--- src/rtl/capture_session_if.sv ---
// Host/FIFO-side signal bundle for capture_session_ctrl.
// master drives commands and FIFO status; slave is the sequencer.
interface capture_session_if #(
  parameter int REV_BITS = 8
);
  logic                cmd_start;
  logic                cmd_abort;
  logic [REV_BITS-1:0] cfg_revs;
  logic [31:0]         cfg_index_timeout;
  logic                index_pulse;
  logic                fifo_overflow;
  logic                fifo_empty;
  logic                stats_clear;
  logic                capture_active;
  logic                busy;
  logic                done;
  logic [2:0]          status;
  logic [REV_BITS-1:0] rev_count;
  logic [2:0]          state;

  modport master (
    output cmd_start, cmd_abort, cfg_revs, cfg_index_timeout,
           index_pulse, fifo_overflow, fifo_empty,
    input  stats_clear, capture_active, busy, done, status, rev_count, state
  );

  modport slave (
    input  cmd_start, cmd_abort, cfg_revs, cfg_index_timeout,
           index_pulse, fifo_overflow, fifo_empty,
    output stats_clear, capture_active, busy, done, status, rev_count, state
  );
endinterface

--- src/rtl/capture_session_ctrl.sv ---
// Flux-capture session sequencer: clear stats, arm on index, capture N revs, drain, report.
// Define CAPTURE_CTRL_OVF_ABORT_EN to make FIFO overflow end the session early.
module capture_session_ctrl #(
  parameter int REV_BITS     = 8,
  parameter int DRAIN_CYCLES = 4096
) (
  input  logic                 clk,
  input  logic                 reset_n,
  capture_session_if.slave     bus
);

  typedef enum logic [2:0] {
    S_IDLE    = 3'd0,
    S_CLEAR   = 3'd1,
    S_ARM     = 3'd2,
    S_CAPTURE = 3'd3,
    S_DRAIN   = 3'd4,
    S_DONE    = 3'd5
  } state_t;

  localparam logic [2:0]  ST_OK     = 3'd0;
  localparam logic [2:0]  ST_ABORT  = 3'd1;
  localparam logic [2:0]  ST_NOIDX  = 3'd2;
  localparam logic [2:0]  ST_OVF    = 3'd3;
  localparam logic [2:0]  ST_DTO    = 3'd4;
  localparam logic [31:0] DRAIN_LAST = 32'(DRAIN_CYCLES - 1);

`ifdef CAPTURE_CTRL_OVF_ABORT_EN
  localparam bit OVF_ABORT = 1'b1;
`else
  localparam bit OVF_ABORT = 1'b0;
`endif

  state_t              r_state, w_state_nxt;
  logic                r_idx_prev;
  logic [31:0]         r_timer, w_timer_nxt;
  logic [REV_BITS-1:0] r_rev_count, w_rev_nxt;
  logic [REV_BITS-1:0] r_cfg_revs, w_cfg_revs_nxt;
  logic [31:0]         r_cfg_to, w_cfg_to_nxt;
  logic [2:0]          r_status, w_status_nxt;
  logic                r_ovf_seen, w_ovf_nxt;

  logic                w_idx_edge;
  logic [31:0]         w_timer_inc;
  logic [REV_BITS-1:0] w_rev_inc;
  logic [REV_BITS-1:0] w_rev_sat;
  logic                w_rev_done;

  assign w_idx_edge  = bus.index_pulse & ~r_idx_prev;
  assign w_timer_inc = r_timer + 32'd1;
  assign w_rev_inc   = r_rev_count + REV_BITS'(1);
  assign w_rev_sat   = (&r_rev_count) ? r_rev_count : w_rev_inc;
  // A saturated counter wraps w_rev_inc to 0, which never matches a nonzero target.
  assign w_rev_done  = (r_cfg_revs != '0) && (w_rev_inc == r_cfg_revs);

  always_ff @(posedge clk or negedge reset_n) begin
    if (!reset_n) begin
      r_state     <= S_IDLE;
      r_idx_prev  <= 1'b0;
      r_timer     <= '0;
      r_rev_count <= '0;
      r_cfg_revs  <= '0;
      r_cfg_to    <= '0;
      r_status    <= ST_OK;
      r_ovf_seen  <= 1'b0;
    end else begin
      r_state     <= w_state_nxt;
      r_idx_prev  <= bus.index_pulse;
      r_timer     <= w_timer_nxt;
      r_rev_count <= w_rev_nxt;
      r_cfg_revs  <= w_cfg_revs_nxt;
      r_cfg_to    <= w_cfg_to_nxt;
      r_status    <= w_status_nxt;
      r_ovf_seen  <= w_ovf_nxt;
    end
  end

  always_comb begin
    w_state_nxt    = r_state;
    w_timer_nxt    = r_timer;
    w_rev_nxt      = r_rev_count;
    w_cfg_revs_nxt = r_cfg_revs;
    w_cfg_to_nxt   = r_cfg_to;
    w_status_nxt   = r_status;
    w_ovf_nxt      = r_ovf_seen;
    case (r_state)
      S_IDLE: begin
        if (bus.cmd_start) begin
          w_cfg_revs_nxt = bus.cfg_revs;
          w_cfg_to_nxt   = bus.cfg_index_timeout;
          w_rev_nxt      = '0;
          w_timer_nxt    = '0;
          w_status_nxt   = ST_OK;
          w_ovf_nxt      = 1'b0;
          w_state_nxt    = S_CLEAR;
        end
      end
      S_CLEAR: begin
        if (bus.cmd_abort) begin
          w_status_nxt = ST_ABORT;
          w_state_nxt  = S_DONE;
        end else begin
          w_state_nxt  = S_ARM;
        end
      end
      S_ARM: begin
        // Compare the incremented value so ARM lasts exactly cfg_index_timeout cycles.
        w_timer_nxt = w_timer_inc;
        if (bus.cmd_abort) begin
          w_status_nxt = ST_ABORT;
          w_state_nxt  = S_DONE;
        end else if (OVF_ABORT && bus.fifo_overflow) begin
          w_status_nxt = ST_OVF;
          w_state_nxt  = S_DONE;
        end else if (w_idx_edge) begin
          w_timer_nxt  = '0;
          w_state_nxt  = S_CAPTURE;
        end else if ((r_cfg_to != 32'd0) && (w_timer_inc == r_cfg_to)) begin
          w_status_nxt = ST_NOIDX;
          w_state_nxt  = S_DONE;
        end
      end
      S_CAPTURE: begin
        w_ovf_nxt = r_ovf_seen | bus.fifo_overflow;
        if (bus.cmd_abort) begin
          w_status_nxt = ST_ABORT;
          w_timer_nxt  = '0;
          w_state_nxt  = S_DRAIN;
        end else if (OVF_ABORT && bus.fifo_overflow) begin
          w_status_nxt = ST_OVF;
          w_timer_nxt  = '0;
          w_state_nxt  = S_DRAIN;
        end else if (w_idx_edge) begin
          w_rev_nxt = w_rev_sat;
          if (w_rev_done) begin
            w_status_nxt = (r_ovf_seen | bus.fifo_overflow) ? ST_OVF : ST_OK;
            w_timer_nxt  = '0;
            w_state_nxt  = S_DRAIN;
          end
        end
      end
      S_DRAIN: begin
        if (bus.cmd_abort) begin
          w_status_nxt = ST_ABORT;
          w_state_nxt  = S_DONE;
        end else if (bus.fifo_empty) begin
          w_state_nxt  = S_DONE;
        end else if (r_timer == DRAIN_LAST) begin
          if (r_status == ST_OK) w_status_nxt = ST_DTO;
          w_state_nxt  = S_DONE;
        end else begin
          w_timer_nxt  = w_timer_inc;
        end
      end
      S_DONE:  w_state_nxt = S_IDLE;
      default: w_state_nxt = S_IDLE;
    endcase
  end

  assign bus.stats_clear    = (r_state == S_CLEAR);
  assign bus.capture_active = (r_state == S_CAPTURE);
  assign bus.busy           = (r_state != S_IDLE);
  assign bus.done           = (r_state == S_DONE);
  assign bus.status         = r_status;
  assign bus.rev_count      = r_rev_count;
  assign bus.state          = r_state;

endmodule

--- src/flat_wrapper.sv ---
// flat-port wrapper written by rule: the top's interface ports become plain ports
module capture_session_ctrl_flat 
#(
  parameter int REV_BITS     = 8,
  parameter int DRAIN_CYCLES = 4096
)
  (clk, reset_n, bus_cmd_start, bus_cmd_abort, bus_cfg_revs, bus_cfg_index_timeout, bus_index_pulse, bus_fifo_overflow, bus_fifo_empty, bus_stats_clear, bus_capture_active, bus_busy, bus_done, bus_status, bus_rev_count, bus_state);
  capture_session_if #(.REV_BITS(REV_BITS)) bus_i ();
  input  logic clk;
  input  logic reset_n;
  input wire logic [$bits(bus_i.cmd_start)-1:0] bus_cmd_start;
  input wire logic [$bits(bus_i.cmd_abort)-1:0] bus_cmd_abort;
  input wire logic [$bits(bus_i.cfg_revs)-1:0] bus_cfg_revs;
  input wire logic [$bits(bus_i.cfg_index_timeout)-1:0] bus_cfg_index_timeout;
  input wire logic [$bits(bus_i.index_pulse)-1:0] bus_index_pulse;
  input wire logic [$bits(bus_i.fifo_overflow)-1:0] bus_fifo_overflow;
  input wire logic [$bits(bus_i.fifo_empty)-1:0] bus_fifo_empty;
  output wire logic [$bits(bus_i.stats_clear)-1:0] bus_stats_clear;
  output wire logic [$bits(bus_i.capture_active)-1:0] bus_capture_active;
  output wire logic [$bits(bus_i.busy)-1:0] bus_busy;
  output wire logic [$bits(bus_i.done)-1:0] bus_done;
  output wire logic [$bits(bus_i.status)-1:0] bus_status;
  output wire logic [$bits(bus_i.rev_count)-1:0] bus_rev_count;
  output wire logic [$bits(bus_i.state)-1:0] bus_state;
  assign bus_i.cmd_start = bus_cmd_start;
  assign bus_i.cmd_abort = bus_cmd_abort;
  assign bus_i.cfg_revs = bus_cfg_revs;
  assign bus_i.cfg_index_timeout = bus_cfg_index_timeout;
  assign bus_i.index_pulse = bus_index_pulse;
  assign bus_i.fifo_overflow = bus_fifo_overflow;
  assign bus_i.fifo_empty = bus_fifo_empty;
  assign bus_stats_clear = bus_i.stats_clear;
  assign bus_capture_active = bus_i.capture_active;
  assign bus_busy = bus_i.busy;
  assign bus_done = bus_i.done;
  assign bus_status = bus_i.status;
  assign bus_rev_count = bus_i.rev_count;
  assign bus_state = bus_i.state;
  capture_session_ctrl #(.REV_BITS(REV_BITS), .DRAIN_CYCLES(DRAIN_CYCLES)) u_core (.clk(clk), .reset_n(reset_n), .bus(bus_i));
endmodule
--- config.mk ---
export PLATFORM = sky130hd
export DESIGN_NAME = capture_session_ctrl_flat
export DESIGN_NICKNAME = d
export VERILOG_FILES = /design/src/rtl/capture_session_if.sv /design/src/rtl/capture_session_ctrl.sv /design/src/flat_wrapper.sv
export SDC_FILE = /design/constraint.sdc
export NUM_CORES = 1
export LEC_CHECK = 0
export BUFFER_PORTS_ARGS = -buffer_cell sky130_fd_sc_hd__clkbuf_2
export CORE_MARGIN = 8
export CORE_UTILIZATION = 50
export CTS_CLUSTER_SIZE = 14
export DETAILED_ROUTE_END_ITERATION = 8
export GPL_ROUTABILITY_DRIVEN = 0
export PLACE_DENSITY = 0.69
export SYNTH_ARGS = -nofsm -noshare
export SYNTH_HDL_FRONTEND = slang
export SYNTH_SLANG_ARGS = --single-unit
--- constraint.sdc ---
create_clock -name clk -period 4.05 [get_ports clk]
set_input_delay 0.2025 -clock clk [delete_from_list [all_inputs] [get_ports clk]]
set_output_delay 0.2025 -clock clk [all_outputs]
set_load 0.005 [all_outputs]
After elaboration in Yosys (flattened, before gate mapping)
Index checks and enable logic that the tools add are counted.
{"block": "op_classes", "mux": 43, "addsub": 2, "bitwise_logic": 3, "eq_ne": 25, "n_reduce_logical": 17}
{"cell": "2-to-1 mux 32 bit", "n": 9}
{"cell": "case mux 32 bit (4 select lines)", "n": 1}
{"cell": "2-to-1 mux 3 bit", "n": 23}
{"cell": "adder 32 x 1 -> 32 bit, second input constant", "n": 1}
{"cell": "equality test 32 x 12 -> 1 bit, second input constant", "n": 1}
{"cell": "equality test 32 bit", "n": 1}
{"cell": "2-to-1 mux 8 bit", "n": 4}
{"cell": "nonzero test 32 bit", "n": 1}
{"cell": "case mux 3 bit (5 select lines)", "n": 2}
{"cell": "case mux 8 bit (2 select lines)", "n": 1}
{"cell": "!= test 3 x 2 -> 1 bit, second input constant", "n": 5}
{"cell": "!= test 2 bit, second input constant", "n": 7}
{"cell": "AND reduction 10 bit", "n": 1}
{"cell": "AND reduction 5 bit", "n": 2}
{"cell": "adder 8 x 1 -> 8 bit, second input constant", "n": 1}
{"cell": "equality test 8 bit", "n": 1}
{"cell": "AND reduction 8 bit", "n": 1}
{"cell": "nonzero test 8 bit", "n": 1}
{"cell": "AND reduction 7 bit", "n": 1}
{"cell": "equality test 3 x 2 -> 1 bit, second input constant", "n": 2}
{"cell": "equality test 3 bit, second input constant", "n": 2}
{"cell": "zero test 3 bit", "n": 2}
{"cell": "!= test 3 bit, second input constant", "n": 2}
{"cell": "nonzero test 5 bit", "n": 1}
{"cell": "15 further kinds", "n": 17}
{"block": "totals", "wordCells": 98, "in_bits": 47, "out_inout_bits": 18, "ff_bits": 88}

Logic depth before layout (Yosys ltp)
Gate-level depths: netlist of the first run.
{"block": "depth", "ltp_word": 7, "depth_mapped": 11, "depth_no_buf": 10}

Worst setup path after synthesis of the first run
Ideal clock, no wire load.
{"block": "synth_timing", "kind": "reg2reg", "from": "reg u_core.r_rev_count[0] (netlist: u_core.bus.rev_count[0])", "to": "reg u_core.r_timer[30]", "path_buffers": 2, "setup_slack_ns": 1.218, "stages_incl_launch_ff": 11, "t_required_ns": 3.954, "setup_time_ns": 0.096, "period_less_slack_ns": 2.832, "t_arrival_ns": 2.737, "cell_sequence": "dfrtp_1 -> ha_1 -> xor2_1 -> a2111oi_0 -> o2111ai_1 -> o31ai_2 -> o2111ai_2 -> or2_1 -> buf_2 -> buf_2 -> o31ai_1"}
{"block": "synth_between", "elab_chain_len": 5}
{"item": "start: declaration", "line_no": "capture_session_ctrl.sv:37", "rtl": "logic [REV_BITS-1:0] r_rev_count, w_rev_nxt;"}
{"item": "start signal: assignment", "line_no": "capture_session_ctrl.sv:70", "rtl": "r_rev_count <= w_rev_nxt;"}
{"item": "adder 8 x 1 -> 8 bit", "line_no": "capture_session_ctrl.sv:51", "rtl": "assign w_rev_inc = r_rev_count + REV_BITS'(1);"}
{"item": "equality test 8 bit", "line_no": "capture_session_ctrl.sv:54", "rtl": "assign w_rev_done = (r_cfg_revs != '0) && (w_rev_inc == r_cfg_revs);"}
{"item": "logical AND 1 bit", "line_no": "capture_session_ctrl.sv:54"}
{"item": "!= test 3 x 2 -> 1 bit (no source line)"}
{"item": "AND reduction 7 bit (no source line)"}
{"item": "end signal: assignment", "line_no": "capture_session_ctrl.sv:69", "rtl": "r_timer <= w_timer_nxt;"}
{"item": "end: declaration", "line_no": "capture_session_ctrl.sv:36", "rtl": "logic [31:0] r_timer, w_timer_nxt;"}
No other way between the ends.
A chain may end at the register's enable or synchronous reset.

Final worst setup path of the first run
{"block": "layout_timing", "from": "reg u_core.r_timer[0]", "to": "reg u_core.r_state[1] (netlist: u_core.bus.state[1])"}
{"block": "layout_between", "elab_chain_len": 5}
{"item": "adder 32 x 1 -> 32 bit", "line_no": "capture_session_ctrl.sv:50", "rtl": "assign w_timer_inc = r_timer + 32'd1;"}
{"item": "equality test 32 bit", "line_no": "capture_session_ctrl.sv:118", "rtl": "end else if ((r_cfg_to != 32'd0) && (w_timer_inc == r_cfg_to)) begin"}
{"item": "logical AND 1 bit", "line_no": "capture_session_ctrl.sv:118"}
{"item": "!= test 4 x 2 -> 1 bit (no source line)"}
{"item": "AND reduction 5 bit (no source line) *"}
{"item": "end signal: assignment", "line_no": "capture_session_ctrl.sv:67", "rtl": "r_state <= w_state_nxt;"}
{"item": "end: declaration", "line_no": "capture_session_ctrl.sv:34", "rtl": "state_t r_state, w_state_nxt;"}
Every way passes the cells marked *; elsewhere a longest branch is shown, timed or not.

==> results of run 1 <==
## stage by stage
| stage | util [%] | instance area [µm²] |
|---|---|---|
| floorplan | - | 5500 |
| global placement | 54.6 | 5900 |
| detailed placement | 54.6 | 5900 |
| CTS | 56.9 | 6140 |
| global route | 56.9 | 6140 |
| finish | 56.9 | 6140 |
## layout make-up
class / instances / share of cell area (%)
Clock buffer: 12 / 2.53
Clock inverter: 3 / 1.06
Inverter: 12 / 0.734
Multi-Input combinational cell: 468 / 50.4
Sequential cell: 88 / 35.9
Tap cell: 140 / 2.85
Timing Repair Buffer: 74 / 6.56
## worst paths after layout
check	start	to	slack, ns
min in group asynchronous	reset_n	u_core.bus.rev_count[1]	0.34
max in group asynchronous	reset_n	u_core.r_timer[31]	2.67
max	u_core.r_timer[0]	u_core.bus.state[1]	0.48
min reg2reg	u_core.bus.status[1]	u_core.bus.status[1]	0.55
max reg2reg	u_core.r_timer[0]	u_core.bus.state[1]	0.48
min	bus_cfg_index_timeout[21]	u_core.r_cfg_to[21]	0.04
## routing by layer
metal,part of all wire (%),GRT usage [%]
met3,6.8,4.37
met2,47,32.2
met4,2.5,6.79
met1,44,27.1
met5,0,0
## worst register-to-register path, stage by stage, from the launching register on
cell and delay (ns):
dfrtp_1 0.47, ha_1 0.29, nand3_1 0.43, nor4_2 0.73, nor2_1 0.10, or4_1 0.55, nor4_2 0.15, nand4_1 0.13
o21ai_2 0.28, nand2b_1 0.19, o311ai_1 0.11
## state kept, by name, indices dropped and copies added, names as in the netlist
name and count:
u_core.r_cfg_to 32, u_core.r_timer 32, u_core.bus.rev_count 8, u_core.r_cfg_revs 8, u_core.bus.state 3, u_core.bus.status 3
u_core.r_idx_prev 1, u_core.r_ovf_seen 1
## what timing repair did
item | CTS | global route
resized for setup | 0 | 0
hold buffers | 2 | 0
buffers inserted | 0 | 0
endpoints found under the setup margin | 0 | 0
hold endpoints to repair | 38 | 0
## logic make-up after synthesis
family / Yosys count / synth area share [%]
AO/OA/AOI/OAI: 142 / 15.9
XOR/XNOR: 53 / 8.44
adder cells (fa/ha/maj): 2 / 0.455
buffers and inverters: 52 / 3.89
flip-flops: 88 / 40.0
multiplexers: 41 / 8.35
AND/OR/NAND/NOR: 230 / 23.0
## power groups by stage
stage / Clock, mW / Sequential, mW / Combinational, mW
CTS: 0.705 / 1.44 / 1.37
floorplan: 0 / 1.34 / 1.04
global placement: 0 / 1.45 / 1.33
detailed placement: 0 / 1.46 / 1.37
global route: 0.741 / 1.48 / 1.52
finish: 0.692 / 1.45 / 1.37
## cells in the final DEF (no fill, tap or decap), drive strengths merged, types with 5 or more instances in the layout
cell type / netlist / layout
dfrtp: 88 / 88
clkbuf: 29 / 75
o21ai: 68 / 68
nor2: 47 / 47
nand2: 41 / 41
mux2: 39 / 39
xnor2: 38 / 38
nor4: 29 / 29
nand3: 21 / 21
o31ai: 19 / 19
a21oi: 18 / 18
nand4: 17 / 17
nor3: 16 / 16
and3: 15 / 15
xor2: 15 / 15
nor2b: 14 / 14
a31oi: 12 / 12
inv: 12 / 12
buf: 11 / 9
and4: 5 / 5
nand2b: 5 / 5
and2: 5 / 5
==> metrics.yaml, run 1 <==
synth:
  yosys-top-cells-count: "88 x dfrtp_1, 47 x nor2_1, 41 x nand2_1"
  synthTopCellsByArea: "dfrtp_1 40%, mux2_2 8.0%, xnor2_1 6.1%"
  syn_inst: 608
  seq_area_frac_synth_pct: 40.0
  syn_area_per_cell_um2: 9.05
  synth-seq-cells: 88
  synth_nets: 657
  synth_most_common_cell: "dfrtp_1"
  synthArstFlopShare_pct: 100
  synth_flop_cell: "dfrtp_1"
  yosysTopAreaCellShare_pct: 40.0
  synth_top_area_cell: "dfrtp_1"
  yosysUniqueCellTypes: 59
  synth-warning-count: 0
  syn_area_um2: 5500
  synth_edf_count: 0
route:
  ant_nets: 0
  vias: 4907
  routed_via_density: 6.16
  first_pass_iters: 6
  wl_per_cell_um: 18.2
  drc: 0
  wirelength_mm: 14.5
  first_iter_violations: 439
power:
  clockPowerShare_pct: 19.7
  fin_total_pwr_mw: 3.51
  netSwitchingFraction_pct: 38.7
  p_switching_mw: 1.36
  combPwrFrac_pct: 39.1
  p_int_mw: 2.15
  power.density_nw_per_um2: 572
  p_seq_share_pct: 41.2
  leakage_nw: 2.55
  ir_worst_vdd_mv: 0.236
global_route:
  grt_pass1_wl_mm: 24.0
  grt_max_degree: 52
  grt_pass1_vias: 4737
  antenna_found_initial: 0
  grt.overflow.total: 0
  grtUsageTotal_pct: 20.4
setup_path:
  endpoint_kind: "flip-flop"
  critPathTopFamily: "simple AND/OR/NAND/NOR gates"
  critPathMaxFanout: 13
  critPathMaxStageDelay_ns: 0.73
  crit_type: "flip-flop to flip-flop"
  cp_num_buf_inv: 0
  path_common_cell: "nor4_2"
  r2r_cells: 10
  cp_num_cells: 10
  crit_path_start_kind: "flip-flop"
  crit_path_top_delay_cell: "nor4_2"
  path_cells: "ha_1, nand3_1, nor4_2, nor2_1, or4_1, nor4_2, nand4_1, o21ai_2, nand2b_1, o311ai_1"
  cp.required_ns: 4.26
  critical_path_arrival_ns: 3.77
sta:
  final-hold-violation-count: 0
  slew_headroom_pct: 54.7
  setup_tns_ns: 0
  setup-violations-final: 0
  skew_ns: 0.00823
  finalWorstSetupSlack_ns: 0.485
  max_freq_ghz: 0.280
  holdWs_ns: 0.0394
  finalCritPeriodShare_pct: 88.0
  slew_violations: 0
  fin_crit_ns: 3.57
  worstMarginPinSlew_ns: 0.674
  rsz0062_at_grt: "no"
placed_design:
  io_buffers: 64
  dp_cells: 780
  hpwl_mm: 10.6
  place_worst_setup_slack_ns: 0.578
clocking:
  clkTransAtPathRegs_ns: 0.09
  numCtsBuffers: 9
  cts_buffer_depth: 2
  htreeDepth: 3
  clock-root-buffer: "clkbuf_8"
  clock_latency_ns: 0.36
  cts.sinks: 88
  cts_tree: "yes"
finish:
  diodes: 0
  regArea_um2: 2200
  final_nets: 702
  final_cells: 797
  fillers: 978
  drive_gt1_share_pct: 20.9
  multiInputGateArea_um2: 3090
  area_delta_synth_final_pct: 11.6
die:
  die_h_um: 121
  start_util_pct: 51.0
  fp.dieW_um: 121
  row_count: 38
  die_area_um2: 14600
  core-area_um2: 10800
  io_pins: 65
flow_run:
  drv_cap: 0
min_path:
  hold_path_class: "primary input to flip-flop"
  hold_depth: 3
run_status:
  status: "finished clean"
Power figures use the tool's default switching activity.
==> inputs of run 2 (changes only) <==
- CORE_MARGIN: 8 -> not set
- REMOVE_ABC_BUFFERS: not set -> 1
==> run 2 against run 1 <==
  * Clock skew grew 0.0061 ns
  * Critical path depth unchanged
  * Clock-buffer cell count increased by 1
  * Core utilization rose by 0.91 points
  * Worst setup slack gained 0.0032 ns
  * Register-to-register slack hardly changed
==> metrics.yaml, run 2 (synthesis gave the netlist of run 1 again) <==
sta:
  slew_headroom_pct: 50.6
  fin_crit_ns: 3.56
  finalCritPeriodShare_pct: 88.0
  setup_tns_ns: 0
  max_freq_ghz: 0.281
  worstMarginPinSlew_ns: 0.741
  slew_violations: 0
  setup-violations-final: 0
  skew_ns: 0.0143
  rsz0062_at_grt: "no"
  holdWs_ns: 0.0505
  final-hold-violation-count: 0
power:
  power.density_nw_per_um2: 552
  leakage_nw: 2.51
  ir_worst_vdd_mv: 0.325
min_path:
  hold_path_class: "primary input to flip-flop"
  min-delay-start: "bus_cfg_index_timeout[3]"
flow_run:
  drv_cap: 0
finish:
  layout_common_cells: "88 x dfrtp_1, 63 x clkbuf_2, 46 x nor2_1"
  regArea_um2: 2200
  final_area_um2: 6070
  largestRegisters: "u_core.r_cfg_to: 32 flops, u_core.r_timer: 32 flops"
  area_delta_synth_final_pct: 10.4
  final_nets: 701
  drive_gt1_share_pct: 20.5
  multiInputGateArea_um2: 3090
  layout_commonest_cell: "dfrtp_1"
  fillers: 932
  diodes: 0
setup_path:
  path_cells: "ha_1, nand3_1, nor4_2, nor2_1, or4_1, nor4_2, nand4_1, o21ai_2, nand2b_1, o311ai_1"
  endpoint_kind: "flip-flop"
  crit_path_start_kind: "flip-flop"
  crit_type: "flip-flop to flip-flop"
  critPathMaxFanout: 13
  critPathTopFamily: "simple AND/OR/NAND/NOR gates"
  path_common_cell: "nor4_2"
  startpoint: "u_core.r_timer[0]"
  rr_startpoint: "u_core.r_timer[0]"
  crit_path_top_delay_cell: "nor4_2"
  critical_path_arrival_ns: 3.78
  cp.required_ns: 4.27
  critPathMaxStageDelay_ns: 0.69
  cp_num_buf_inv: 0
route:
  routed_via_density: 6.32
  vias: 5013
  ant_nets: 0
  first_pass_iters: 5
  first_iter_violations: 525
  drc: 0
  wl_per_cell_um: 18.1
  wirelength_mm: 14.3
global_route:
  grtUsageTotal_pct: 27.0
  antenna_found_initial: 0
  grt.overflow.total: 0
  grt_pass1_vias: 4774
  grt_max_degree: 58
  grt_pass1_wl_mm: 23.9
die:
  row_count: 37
  die_h_um: 107
  core-area_um2: 10500
  die_area_um2: 11400
  start_util_pct: 52.3
  fp.dieW_um: 107
  io_pins: 65
clocking:
  cts.sinks: 88
  htreeDepth: 3
  clock-root-buffer: "clkbuf_8"
  cts_tree: "yes"
  clock_latency_ns: 0.37
  cts_buffer_depth: 2
  cts_resized: 0
  clkTransAtPathRegs_ns: 0.09
  numCtsBuffers: 9
placed_design:
  io_buffers: 64
  placed_area_um2: 5880
  hpwl_mm: 10.2
run_status:
  status: "finished clean"
[run 2: where the power goes]
group	switching, mW	total, mW	internal (mW)
clock network	0.317	0.556	0.239
logic	0.706	1.35	0.641
registers	0.329	1.45	1.12
[run 2: path summary, 6_finish.rpt]
path	to	slack, ns	cells past startpoint
max	u_core.bus.state[1]	0.49	10
min	u_core.r_cfg_to[3]	0.05	2
max reg2reg	u_core.bus.state[1]	0.49	10
min reg2reg	u_core.bus.status[2]	0.55	1
max in group asynchronous	u_core.r_cfg_to[18]	2.72	3
min in group asynchronous	u_core.bus.state[2]	0.44	2
[run 2: repair_timing]
item,in CTS,in global routing
endpoints found under the hold margin,57,0
endpoints found under the setup margin,0,0
buffers inserted,0,0
hold buffers,2,0
[run 2: routing by layer]
| layer | global-route usage, % | vias up | wire (µm) | part of all wire, % |
|---|---|---|---|---|
| li1 | - | 2320 | - | - |
| met4 | 9.20 | 0 | 341 | 2.4 |
| met2 | 43.6 | 227 | 6680 | 47 |
| met1 | 36.5 | 2431 | 6270 | 44 |
| met3 | 5.17 | 35 | 1020 | 7.1 |
| met5 | 0 | - | 0 | 0 |
[run 2: through the flow]
stage	total power, mW	std cells	util, %	setup WS [ns]
2_1_floorplan	2.35	568	-	0.402
3_3_place_gp	2.76	775	56.0	0.717
3_5_place_dp	2.80	775	56.0	0.563
4_1_cts	3.36	793	57.8	0.543
5_1_grt	3.60	793	57.8	0.211
6_report	3.35	793	57.8	0.488
[run 2: cell type report]
type	count	area share, %
repair buffers	73	6.51
well taps	136	2.80
clock inverters	3	0.289
multi-input cells	468	50.9
flip-flops and latches	88	36.3
clock buffers	13	2.45
inverters	12	0.742
==> inputs of run 3 (changes only) <==
- REMOVE_ABC_BUFFERS: 1 -> not set
==> run 3 against run 2 <==
  * Critical path depth down 1
  * Critical path type unchanged
  * Clock power up 10%
  * Sequential cell count unchanged
  * Register-to-register slack worse by 0.10 ns
  * Fmax decreased by 2.8%
  * Global-route usage down 0.26 points
  * Via count down 1.1%
==> metrics.yaml, run 3 (synthesis gave the netlist of run 1 again) <==
run_status:
  status: "finished clean"
placed_design:
  io_buffers: 64
  placed_area_um2: 5880
  dp_cells: 774
  hpwl_mm: 10.2
  place_worst_setup_slack_ns: 0.440
sta:
  fin_crit_ns: 3.66
  max_freq_ghz: 0.273
  setup_tns_ns: 0
  worstMarginPinSlew_ns: 1.31
  slew_headroom_pct: 12.3
  rsz0062_at_grt: "no"
  finalCritPeriodShare_pct: 90.5
  setup-violations-final: 0
  final-hold-violation-count: 0
  finalWorstSetupSlack_ns: 0.386
  slew_violations: 0
  skew_ns: 0.0103
  holdWs_ns: 0.0231
route:
  met2WireLength_mm: 6.55
  top_layer_used: "met4"
  first_pass_iters: 6
  first_iter_violations: 515
  ant_nets: 0
  drc: 0
  vias: 4957
  routed_via_density: 6.26
  wl_met1_mm: 6.28
  wl_per_cell_um: 17.9
  wl_met3_um: 933
  wirelength_mm: 14.1
setup_path:
  crit_type: "flip-flop to flip-flop"
  critPathMaxFanout: 15
  cp.required_ns: 4.36
  endpoint_kind: "flip-flop"
  critical_path_arrival_ns: 3.97
  crit_path_start_kind: "flip-flop"
power:
  netSwitchingFraction_pct: 40.0
  ir_worst_vdd_mv: 0.371
  p_int_mw: 2.05
  p_switching_mw: 1.37
  clockPowerShare_pct: 17.9
  combPwrFrac_pct: 39.5
  leakage_nw: 2.52
  fin_total_pwr_mw: 3.41
  power.density_nw_per_um2: 560
  p_seq_share_pct: 42.6
flow_run:
  drv_cap: 0
clocking:
  cts_buffer_depth: 2
  htreeDepth: 3
  cts_resized: 0
  clock-root-buffer: "clkbuf_8"
  numCtsBuffers: 9
  clock_latency_ns: 0.38
  clkTransAtPathRegs_ns: 0.09
  cts_tree: "yes"
  cts.sinks: 88
finish:
  fillers: 946
  area_delta_synth_final_pct: 10.8
  final_nets: 700
  layout_commonest_cell: "dfrtp_1"
  finish.utilization_pct: 58.0
  layout_common_cells: "88 x dfrtp_1, 63 x clkbuf_2, 46 x nor2_1"
  multiInputGateArea_um2: 3090
  final_area_um2: 6090
  final_cells: 792
  diodes: 0
  drive_gt1_share_pct: 20.9
  largestRegisters: "u_core.r_cfg_to: 32 flops, u_core.r_timer: 32 flops"
  regArea_um2: 2200
global_route:
  grtUsageTotal_pct: 26.8
  grt_max_degree: 58
  grt.overflow.total: 0
  grt_pass1_vias: 4842
  antenna_found_initial: 0
  grt_pass1_wl_mm: 23.8
die:
  start_util_pct: 52.3
  row_count: 37
  fp.dieW_um: 107
  die_area_um2: 11400
  io_pins: 65
  core-area_um2: 10500
  die_h_um: 107
min_path:
  hold_path_class: "primary input to flip-flop"
-- run 3: cell count changes in the layout (fill, tap and decap cells not counted), sizes merged --
cell	delta
clkinvlp	+1
bufinv	+1
clkbuf	-4
buf	-1
clkinv	+2
-- run 3: layout make-up --
type	instances	area share (%)
multi-input cells	468	50.7
inverters	12	0.739
clock buffers	9	2.03
clock inverters	7	1.19
flip-flops and latches	88	36.1
repair buffers	72	6.37
well taps	136	2.79
-- run 3: power groups by stage --
stage / Combinational [mW] / Sequential (mW) / Clock [mW]
floorplan: 1.04 / 1.34 / 0
global placement: 1.30 / 1.45 / 0
detailed placement: 1.34 / 1.47 / 0
CTS: 1.35 / 1.45 / 0.633
global route: 1.49 / 1.49 / 0.669
finish: 1.35 / 1.45 / 0.612
-- run 3: path summary, 6_finish.rpt --
| kind | start | endpoint | slack, ns | depth (start not counted) |
|---|---|---|---|---|
| worst min-delay path | bus_cfg_index_timeout[21] | u_core.r_cfg_to[21] | 0.02 | 3 |
| min in group asynchronous | reset_n | u_core.r_cfg_revs[3] | 0.41 | 2 |
| worst max register to register | u_core.bus.rev_count[0] | u_core.r_timer[5] | 0.39 | 9 |
| worst max-delay path | u_core.bus.rev_count[0] | u_core.r_timer[5] | 0.39 | 9 |
| max in group asynchronous | reset_n | u_core.r_timer[31] | 2.69 | 3 |
| worst min register to register | u_core.r_ovf_seen | u_core.r_ovf_seen | 0.53 | 2 |
-- run 3: layer usage --
metal | vias up | global-route usage (%)
met1 | 2395 | 36.0
met4 | 0 | 11.8
met5 | - | 0
li1 | 2327 | -
met2 | 198 | 41.3
met3 | 37 | 6.02
-- run 3: repair_timing --
action | 4_1_cts | 5_1_grt
endpoints found under the hold margin | 57 | 0
hold buffers | 2 | 0
buffers inserted | 0 | 0
-- run 3: worst max-delay path, cell delays in order, from the launching register on --
cell and delay (ns):
dfrtp_1 0.46, ha_1 0.36, xor2_1 0.17, a2111oi_0 0.38
o2111ai_1 0.20, o31ai_2 0.41, o2111ai_2 0.22, nor2_1 1.03
nand4_1 0.19, o21ai_1 0.16
